[config.mk]
export PLATFORM = sky130hd
export DESIGN_NAME = mdu_iter_flat
export DESIGN_NICKNAME = d
export VERILOG_FILES = /design/src/rtl/mdu_iter_if.sv /design/src/rtl/mdu_iter.sv /design/src/flat_wrapper.sv
export SDC_FILE = /design/constraint.sdc
export NUM_CORES = 1
export LEC_CHECK = 0
export ABC_AREA = 1
export CORE_ASPECT_RATIO = 1.1
export CORE_MARGIN = 5
export CORE_UTILIZATION = 30
export DETAILED_ROUTE_END_ITERATION = 6
export PLACE_DENSITY = 0.54
export SETUP_SLACK_MARGIN = 0.05
export SLEW_MARGIN = 30
export SYNTH_ARGS = -nofsm -noshare
export SYNTH_HDL_FRONTEND = slang
export SYNTH_SLANG_ARGS = --single-unit
[constraint.sdc]
create_clock -name clk -period 2.32 [get_ports clk]
set_input_delay 0.232 -clock clk [delete_from_list [all_inputs] [get_ports clk]]
set_output_delay 0.232 -clock clk [all_outputs]
set_load 0.02 [all_outputs]
[src/rtl/mdu_iter_if.sv]
// Bus between the CPU control path and the iterative multiply/divide unit.
//
// Handshake: the master raises start for a cycle with op/a/b valid; the unit
// accepts it only while busy is low (busy acts as the inverted ready). Once
// accepted, busy stays high until the result is written, and done pulses
// for exactly one cycle when hi/lo carry the new result. mthi/mtlo are
// single-cycle writes honoured only while idle and without start.
interface mdu_iter_if #(
    parameter int WIDTH = 32
);
    logic             start;
    logic [1:0]       op;
    logic [WIDTH-1:0] a;
    logic [WIDTH-1:0] b;
    logic             mthi;
    logic             mtlo;
    logic             busy;
    logic             done;
    logic [WIDTH-1:0] hi;
    logic [WIDTH-1:0] lo;
    logic [1:0]       fsm_state;   // debug view of the unit's FSM state

    modport master (
        output start, op, a, b, mthi, mtlo,
        input  busy, done, hi, lo, fsm_state
    );

    modport slave (
        input  start, op, a, b, mthi, mtlo,
        output busy, done, hi, lo, fsm_state
    );
endinterface

[src/rtl/mdu_iter.sv]
// Iterative multiply/divide unit: shift-add multiply and restoring divide,
// one iteration per clock over WIDTH clocks, then a sign fix-up cycle that
// writes HI/LO. Signed operations run on magnitudes; signs are reapplied in FIX.
module mdu_iter #(
    parameter int WIDTH = 32
) (
    input logic        clk,
    input logic        rst,
    mdu_iter_if.slave  bus
);
    localparam int CW = $clog2(WIDTH);

    typedef enum logic [1:0] {IDLE = 2'd0, CALC = 2'd1, FIX = 2'd2} state_t;

    state_t state, state_next;

    logic [CW-1:0]    cnt;
    logic             is_div;
    logic             neg_q;     // negate product (mult) or quotient (div)
    logic             neg_r;     // negate remainder (signed div, negative dividend)
    logic [WIDTH-1:0] d;         // multiplicand or divisor magnitude
    logic [WIDTH-1:0] rem;       // product upper half / partial remainder
    logic [WIDTH-1:0] quo;       // multiplier being consumed / quotient bits
    logic [WIDTH-1:0] hi_r;
    logic [WIDTH-1:0] lo_r;
    logic             done_r;

    logic               sgn_op;
    logic               div_zero;
    logic [WIDTH-1:0]   a_abs;
    logic [WIDTH-1:0]   b_abs;
    logic [WIDTH:0]     mul_sum;
    logic [WIDTH:0]     div_shift;
    logic [WIDTH+1:0]   div_diff;
    logic [2*WIDTH-1:0] prod_fix;
    logic [WIDTH-1:0]   q_fix;
    logic [WIDTH-1:0]   r_fix;

    assign sgn_op   = ~bus.op[0];
    assign div_zero = bus.op[1] && (bus.b == '0);
    assign a_abs    = (sgn_op && bus.a[WIDTH-1]) ? -bus.a : bus.a;
    assign b_abs    = (sgn_op && bus.b[WIDTH-1]) ? -bus.b : bus.b;

    assign mul_sum   = {1'b0, rem} + {1'b0, (quo[0] ? d : '0)};
    assign div_shift = {rem, quo[WIDTH-1]};
    assign div_diff  = {1'b0, div_shift} - {2'b00, d};

    assign prod_fix = neg_q ? -{rem, quo} : {rem, quo};
    assign q_fix    = neg_q ? -quo : quo;
    assign r_fix    = neg_r ? -rem : rem;

    assign bus.busy      = (state != IDLE);
    assign bus.done      = done_r;
    assign bus.hi        = hi_r;
    assign bus.lo        = lo_r;
    assign bus.fsm_state = state;

    // State register.
    always_ff @(posedge clk) begin
        if (rst) state <= IDLE;
        else     state <= state_next;
    end

    // Next-state: accept start when idle, WIDTH iterations, one fix-up cycle.
    always_comb begin
        state_next = state;
        case (state)
            IDLE:    if (bus.start) state_next = CALC;
            CALC:    if (cnt == CW'(WIDTH - 1)) state_next = FIX;
            FIX:     state_next = IDLE;
            default: state_next = IDLE;
        endcase
    end

    // Datapath: operand capture, iteration, result write and HI/LO moves.
    always_ff @(posedge clk) begin
        if (rst) begin
            cnt    <= '0;
            is_div <= 1'b0;
            neg_q  <= 1'b0;
            neg_r  <= 1'b0;
            d      <= '0;
            rem    <= '0;
            quo    <= '0;
            hi_r   <= '0;
            lo_r   <= '0;
            done_r <= 1'b0;
        end else begin
            done_r <= 1'b0;
            case (state)
                IDLE: begin
                    if (bus.start) begin
                        is_div <= bus.op[1];
                        rem    <= '0;
                        cnt    <= '0;
                        if (div_zero) begin
                            // Raw bits with a zero divisor make the restoring
                            // loop yield quotient all-ones and remainder = a.
                            quo   <= bus.a;
                            d     <= '0;
                            neg_q <= 1'b0;
                            neg_r <= 1'b0;
                        end else begin
                            quo   <= a_abs;
                            d     <= b_abs;
                            neg_q <= sgn_op && (bus.a[WIDTH-1] ^ bus.b[WIDTH-1]);
                            neg_r <= sgn_op && bus.op[1] && bus.a[WIDTH-1];
                        end
                    end else begin
                        if (bus.mthi) hi_r <= bus.a;
                        if (bus.mtlo) lo_r <= bus.a;
                    end
                end
                CALC: begin
                    cnt <= cnt + 1'b1;
                    if (is_div) begin
                        if (!div_diff[WIDTH+1]) begin
                            rem <= div_diff[WIDTH-1:0];
                            quo <= {quo[WIDTH-2:0], 1'b1};
                        end else begin
                            rem <= div_shift[WIDTH-1:0];
                            quo <= {quo[WIDTH-2:0], 1'b0};
                        end
                    end else begin
                        {rem, quo} <= {mul_sum, quo[WIDTH-1:1]};
                    end
                end
                FIX: begin
                    if (is_div) begin
                        hi_r <= r_fix;
                        lo_r <= q_fix;
                    end else begin
                        {hi_r, lo_r} <= prod_fix;
                    end
                    done_r <= 1'b1;
                end
                default: ;
            endcase
        end
    end
endmodule
[src/flat_wrapper.sv]
// flat-port wrapper written by rule: the top's interface ports become plain ports
module mdu_iter_flat 
#(
    parameter int WIDTH = 32
)
  (clk, rst, bus_start, bus_op, bus_a, bus_b, bus_mthi, bus_mtlo, bus_busy, bus_done, bus_hi, bus_lo, bus_fsm_state);
  mdu_iter_if #(.WIDTH(WIDTH)) bus_i ();
  input logic clk;
  input logic rst;
  input wire logic [$bits(bus_i.start)-1:0] bus_start;
  input wire logic [$bits(bus_i.op)-1:0] bus_op;
  input wire logic [$bits(bus_i.a)-1:0] bus_a;
  input wire logic [$bits(bus_i.b)-1:0] bus_b;
  input wire logic [$bits(bus_i.mthi)-1:0] bus_mthi;
  input wire logic [$bits(bus_i.mtlo)-1:0] bus_mtlo;
  output wire logic [$bits(bus_i.busy)-1:0] bus_busy;
  output wire logic [$bits(bus_i.done)-1:0] bus_done;
  output wire logic [$bits(bus_i.hi)-1:0] bus_hi;
  output wire logic [$bits(bus_i.lo)-1:0] bus_lo;
  output wire logic [$bits(bus_i.fsm_state)-1:0] bus_fsm_state;
  assign bus_i.start = bus_start;
  assign bus_i.op = bus_op;
  assign bus_i.a = bus_a;
  assign bus_i.b = bus_b;
  assign bus_i.mthi = bus_mthi;
  assign bus_i.mtlo = bus_mtlo;
  assign bus_busy = bus_i.busy;
  assign bus_done = bus_i.done;
  assign bus_hi = bus_i.hi;
  assign bus_lo = bus_i.lo;
  assign bus_fsm_state = bus_i.fsm_state;
  mdu_iter #(.WIDTH(WIDTH)) u_core (.clk(clk), .rst(rst), .bus(bus_i));
endmodule
==> results.json, run 1 <==
{
  "cts.clk_slew.worst_paths_ns": 0.08,
  "min_period_ns": 2.363,
  "drive_above_1_share_pct": 26.89,
  "grt_pass1_wl_um": 119800,
  "drt-met1-wl_um": 33440,
  "drv_slew": 0,
  "antenna_found_initial": 1,
  "place_ws_ns": -0.2256,
  "port_buffers": 138,
  "via_count": 21780,
  "start_util_pct": 30.26,
  "rsz0062_at_grt": "true",
  "layout.cells.non_filler": 4292,
  "overflow": 0,
  "drt_pass1_iterations": 7,
  "avgSynthCellArea_um2": 5.548,
  "h-tree-depth": 4,
  "vdd_drop_max_mv": 0.5321,
  "cts_hold_buf": 0,
  "drc": 2,
  "cts.sinks": 171,
  "final_area_um2": 25180,
  "synth_area_leader_cell": "nand2_1",
  "post-route-period-util_pct": 101.9,
  "grt_max_degree": 72,
  "fin_nets": 3678,
  "placedCellCount": 4198,
  "synth-seq-cells": 171,
  "synth_edf_count": 0,
  "dp_hpwl_um": 62510,
  "critPathKind": "flop to flop",
  "synth-main-ff-cell": "dfxtp_1",
  "cts_buffer_depth": 2,
  "setup_viol": 9,
  "met3_wirelength_um": 4646,
  "layout_common_cells": "808 x nand2_1, 380 x inv_1, 380 x buf_4, 244 x nand3_1, 236 x nor2_1",
  "status": "finished, violations left",
  "ys_seq_area_share_pct": 20.16,
  "syn-instance-count": 3061,
  "ios": 139,
  "dieHeight_um": 259.5,
  "whs_ns": 0.3028,
  "wire_per_inst_um": 18.86,
  "clock_latency_ns": 0.48,
  "power.density_nw_per_um2": 459.4,
  "vias_per_cell": 5.075,
  "dr_wl_met2_um": 38450,
  "grt_pass1_vias": 20200,
  "grt_util_all_layers_pct": 24.83,
  "seqCellArea_um2": 3536,
  "cts_buffers": 17,
  "end_kind": "flop",
  "async_reset_ff_share_pct": 0,
  "whs_path_depth": 3,
  "die_w_um": 236.9,
  "yosysTopAreaCellShare_pct": 21.08,
  "finalPower_mw": 11.57,
  "syn_area_um2": 16980,
  "leakagePower_nw": 11.86,
  "failed_checks": "design-rule violations, negative setup slack",
  "core_um2": 56130,
  "synth_nets": 3204,
  "routabilityCongestion": 0.9963,
  "finalHoldViolations": 0,
  "drv_cap": 0,
  "routed.top_layer": "met4",
  "cts_root_buffer": "clkbuf_16",
  "layout_commonest_cell": "nand2_1",
  "syn_to_final_growth_pct": 48.27,
  "n_antenna_cell": 0,
  "crit_required_ns": 2.73,
  "cts_tree": "yes",
  "dpl-instance-area_um2": 21790,
  "multi_input_area_um2": 13490,
  "ys_warn_count": 0,
  "worst_pin_slew_ns": 0.7270,
  "holdCritPathClass": "input pin to flop",
  "start_kind": "flop",
  "cp.arrival_ns": 2.77,
  "final_util_pct": 44.86,
  "fillCellCount": 5917,
  "drtIter0Drc": 1901,
  "dieArea_um2": 61480,
  "yosysUniqueCellTypes": 50,
  "relSlewSlack_pct": 51.23,
  "skew_ns": 0.02171,
  "reg2reg_from": "u_core.quo[0]",
  "placementRows": 91,
  "max_freq_ghz": 0.4231,
  "holdCritStartpoint": "rst",
  "r2r_cells": 17,
  "wirelength_um": 80930,
  "startpoint": "u_core.quo[0]",
  "fin_tns_setup_ns": -0.1788,
  "crit_path_max_fanout": 8,
  "netlist_top_cells_area": "nand2_1 21%, dfxtp_1 20%, inv_1 9.5%, nand3_1 8.2%, o21ai_0 6.8%",
  "fin_ws_ns": -0.04333,
  "ant_nets": 0
}
[layer usage]
layer / track usage [%] / vias up
met5: 0 / -
met4: 11.11 / 0
met3: 3.187 / 173
met2: 42.76 / 782
met1: 30.99 / 10050
li1: - / 10780
[path summary, 6_finish.rpt]
check                                       end  slack (ns)
worst max register to register   u_core.rem[25]       -0.04
worst min register to register    u_core.cnt[3]        0.46
worst max-delay path             u_core.rem[25]       -0.04
worst min-delay path            u_core.bus.done        0.30
[synth_stat cells (2+ instances only)]
cell / number
nand2_2: 3
nand3_1: 278
inv_1: 428
xor2_1: 52
nand3_2: 4
o21a_1: 7
nand3b_1: 19
buf_1: 16
nor2_2: 4
nor2_1: 284
nand4_1: 46
clkbuf_1: 75
nand2_1: 954
a21o_1: 3
fa_1: 2
buf_4: 2
o21ai_0: 231
nor2_4: 3
ha_1: 70
nand2_4: 3
or2_2: 3
o21ai_2: 4
o211ai_1: 11
o21ai_1: 23
xnor2_1: 22
inv_2: 10
nor4_1: 7
nor3_2: 2
a31oi_1: 4
a21oi_2: 2
dfxtp_1: 171
nor3_4: 2
buf_2: 10
nor3_1: 41
o2111ai_1: 2
a21oi_1: 223
buf_6: 6
a21oi_4: 2
o21bai_1: 21
[cells by family (layout without fill, tap and decap cells)]
logic type / after synthesis / after routing / share of synthesized area, %
DFF: 171 / 171 / 20.16
buffers and inverters: 549 / 1034 / 12.53
and+or+nand+nor: 1658 / 1660 / 41.24
xor gates and xnor gates: 74 / 74 / 3.816
AOI/OAI and AO/OA: 537 / 537 / 16.86
adders and majority gates: 72 / 72 / 5.393
[worst max-delay path, stage by stage (launching register included)]
cell and delay, ns:
dfxtp_4 0.39, buf_12 0.16, clkbuf_16 0.16, nand2_1 0.05, inv_1 0.06, ha_4 0.30
buf_4 0.11, nand4_1 0.11, nand2_2 0.17, nand2_2 0.08, nand2_4 0.10, buf_4 0.12
nand3_2 0.07, nand2_1 0.07, nand2_1 0.06, nand3_2 0.08, nand3_2 0.07, a21oi_2 0.11
[power breakdown]
part	total (mW)	internal [mW]	switching [mW]	leakage, nW
Clock	3.08	1.54	1.54	0.295
Sequential	3.34	3.11	0.221	1.43
Combinational	5.16	2.11	3.05	10.1
[state kept, by name, indices dropped and copies added, names as in the netlist]
register,flops
u_core.bus.fsm_state,2
u_core.neg_q,1
u_core.d,32
u_core.is_div,1
u_core.cnt,5
u_core.rem,32
u_core.bus.hi,32
u_core.neg_r,1
u_core.bus.lo,32
u_core.bus.done,1
u_core.quo,32
[layout make-up]
class | instances | share of cell area, %
inverters | 440 | 6.579
multi-input cells | 2343 | 53.56
flip-flops and latches | 171 | 14.04
clock inverters | 15 | 0.7155
repair buffers | 562 | 19.72
well taps | 744 | 3.697
clock buffers | 17 | 1.689
[timing repair]
item	in CTS	in global routing
endpoints found under the setup margin	48	59
gates resized for setup	201	369
hold endpoints to repair	0	0
setup buffers	22	34
cloned	4	3
pin swaps	40	154
No activity file was read; power rests on OpenSTA's default activity.
==> run 2: changes to the inputs <==
--- a/config.mk
+++ b/config.mk
@@ -9,7 +9,9 @@
 export CORE_ASPECT_RATIO = 1.1
 export CORE_MARGIN = 5
 export CORE_UTILIZATION = 30
+export CTS_CLUSTER_SIZE = 40
 export DETAILED_ROUTE_END_ITERATION = 6
+export GPL_TIMING_DRIVEN = 0
 export PLACE_DENSITY = 0.54
 export SETUP_SLACK_MARGIN = 0.05
 export SLEW_MARGIN = 30
==> run 2 against run 1 <==
Effect of this change: worst hold slack improved by 0.11 ns; via count fell by 2.8%; clock skew fell by 0.0041 ns; first-iteration DRC count fell by 9.2%; the flow finishes with violations (negative setup slack); critical path depth rose by 3; cell count fell by 4.4%; global-route usage rose by 1.1 points.
==> results.json, run 2 (same netlist as run 1, synthesis figures left out) <==
{
  "drive_above_1_share_pct": 20.30,
  "holdCritStartpoint": "bus_b[0]",
  "n_antenna_cell": 0,
  "wire_per_inst_um": 20.27,
  "port_buffers": 137,
  "setup_viol": 19,
  "leakagePower_nw": 10.44,
  "critPathKind": "flop to flop",
  "grt_pass1_wl_um": 122500,
  "syn_to_final_growth_pct": 38.52,
  "finalHoldViolations": 0,
  "fin_nets": 3491,
  "status": "finished, violations left",
  "drv_slew": 0,
  "layout_commonest_cell": "nand2_1",
  "cp.arrival_ns": 2.81,
  "r2r_cells": 20,
  "worstReg2RegEnd": "u_core.rem[27]",
  "cts_buffers": 17,
  "via_count": 21170,
  "drt_pass1_iterations": 6,
  "layout_common_cells": "845 x nand2_1, 396 x inv_1, 245 x nor2_1, 224 x nand3_1, 212 x o21ai_0",
  "start_util_pct": 30.26,
  "slowest_stage": "fa_2",
  "overflow": 0,
  "reg2reg_from": "u_core.quo[0]",
  "cts.clk_slew.worst_paths_ns": 0.07,
  "post-route-period-util_pct": 104.9,
  "grt_max_degree": 17,
  "min_to": "u_core.d[0]",
  "h-tree-depth": 4,
  "failed_checks": "negative setup slack",
  "pwr-share-comb_pct": 43.7,
  "placedCellCount": 3942,
  "fillCellCount": 6055,
  "place_ws_ns": -0.6964,
  "gr-usage-met2_pct": 43.29,
  "ios": 139,
  "fin_ws_ns": -0.1132,
  "p_sw_mw": 4.741,
  "drc": 0,
  "crit_required_ns": 2.70,
  "seqCellArea_um2": 3630,
  "worst_pin_slew_ns": 0.9668,
  "min_period_ns": 2.433,
  "drtIter0Drc": 1726,
  "cp_cell_sequence": "buf_6 > clkbuf_16 > nand2_4 > inv_4 > ha_4 > inv_2 > fa_2 > inv_2 > nand3_2 > nand3_2 > nand2_2 > nand2_4 > nand2_4 > nand2_4 > nand2_4 > a21oi_2 > nor2_1 > nor2_1 > nand2_1 > a21oi_2",
  "die_w_um": 236.9,
  "layout.cells.non_filler": 4104,
  "vias_per_cell": 5.158,
  "start_kind": "flop",
  "use_met1_pct": 32.24,
  "cp_num_buf_inv": 5,
  "grt_util_all_layers_pct": 25.93,
  "cts_hold_buf": 0,
  "ant_nets": 0,
  "dp_hpwl_um": 66670,
  "rsz0062_at_grt": "true",
  "holdCritPathClass": "input pin to flop",
  "power.density_nw_per_um2": 485.3,
  "p_int_mw": 6.676,
  "clock_latency_ns": 0.47,
  "antenna_found_initial": 1,
  "cts_tree": "yes",
  "routabilityCongestion": 0.9877,
  "core_um2": 56130,
  "critPathMaxStageDelay_ns": 0.34,
  "max_freq_ghz": 0.4110,
  "placementRows": 91,
  "crit_top_cell": "nand2_4",
  "grt-busiest-layer": "met2",
  "whs_path_depth": 3,
  "reg2reg_slack_ns": -0.11,
  "multi_input_area_um2": 13630,
  "drv_cap": 0,
  "wirelength_um": 83170,
  "swShare_pct": 41.52,
  "final_util_pct": 41.91,
  "met3_usage_pct": 3.389,
  "power_frac_clock_pct": 26.6,
  "fin_tns_setup_ns": -0.9055,
  "end_kind": "flop",
  "cts_buffer_depth": 2,
  "crit_path_max_fanout": 6,
  "dieArea_um2": 61480,
  "cts_root_buffer": "clkbuf_16",
  "relSlewSlack_pct": 35.55,
  "dieHeight_um": 259.5,
  "cts.sinks": 171,
  "vdd_drop_max_mv": 0.6446,
  "skew_ns": 0.01765,
  "cp_top_family": "simple AND/OR/NAND/NOR gates",
  "sequentialPowerShare_pct": 29.7,
  "grt_pass1_vias": 20050
}
-- run 2: power groups by stage --
stage          logic (mW)  registers (mW)  clock network (mW)
2_1_floorplan        2.41            3.38                   0
3_3_place_gp         3.83            3.46                   0
3_5_place_dp         3.83            3.46                   0
4_1_cts              4.48            3.39                3.06
5_1_grt              5.37            3.40                3.16
6_report             4.99            3.39                3.04
-- run 2: per-layer routing --
layer  wire length (um)  part of all wire (%)
met1              34240                    41
met2              38180                    46
met3               5161                   6.2
met4               5589                   6.7
met5                  0                     0
-- run 2: what timing repair did --
item,CTS,global route
setup buffers,73,62
gates resized for setup,375,271
endpoints found under the setup margin,93,131
gates cloned,2,1
pin swaps,48,86
-- run 2: how the worst max path moves through the flow --
stage,startpoint,to,slack [ns],cells past startpoint
finish,u_core.quo[0],u_core.rem[27],-0.11,20
global route,u_core.quo[0],u_core.rem[19],-0.24,22
CTS,u_core.quo[0],u_core.rem[27],-0.11,21
detailed placement,u_core.quo[31],u_core.rem[28],-0.70,13
global placement,u_core.quo[31],u_core.rem[28],-0.70,13
floorplan,u_core.quo[0],u_core.rem[27],0.05,21
-- run 2: final cells by class --
class / count / share of cell area [%]
plain buffers: 107 / 2.329
clock buffers: 21 / 1.957
clock inverters: 10 / 0.5903
inverters: 440 / 7.116
multi-input cells: 2341 / 57.92
flip-flops and latches: 171 / 15.43
well taps: 744 / 3.957
repair buffers: 270 / 10.70
-- run 2: stage by stage --
step / hold WS, ns / total power, mW / cell area [um^2]
2_1_floorplan: 0.3766 / 5.795 / 17010
3_3_place_gp: 0.4554 / 7.296 / 19310
3_5_place_dp: 0.4625 / 7.288 / 19310
4_1_cts: 0.4038 / 10.93 / 22060
5_1_grt: 0.4429 / 11.93 / 23530
6_report: 0.4151 / 11.42 / 23530
-- run 2: worst min-delay path, cell delays in order --
cell and delay [ns]:
clkdlybuf4s50_1 0.46, nand2_1 0.09, a21oi_1 0.05
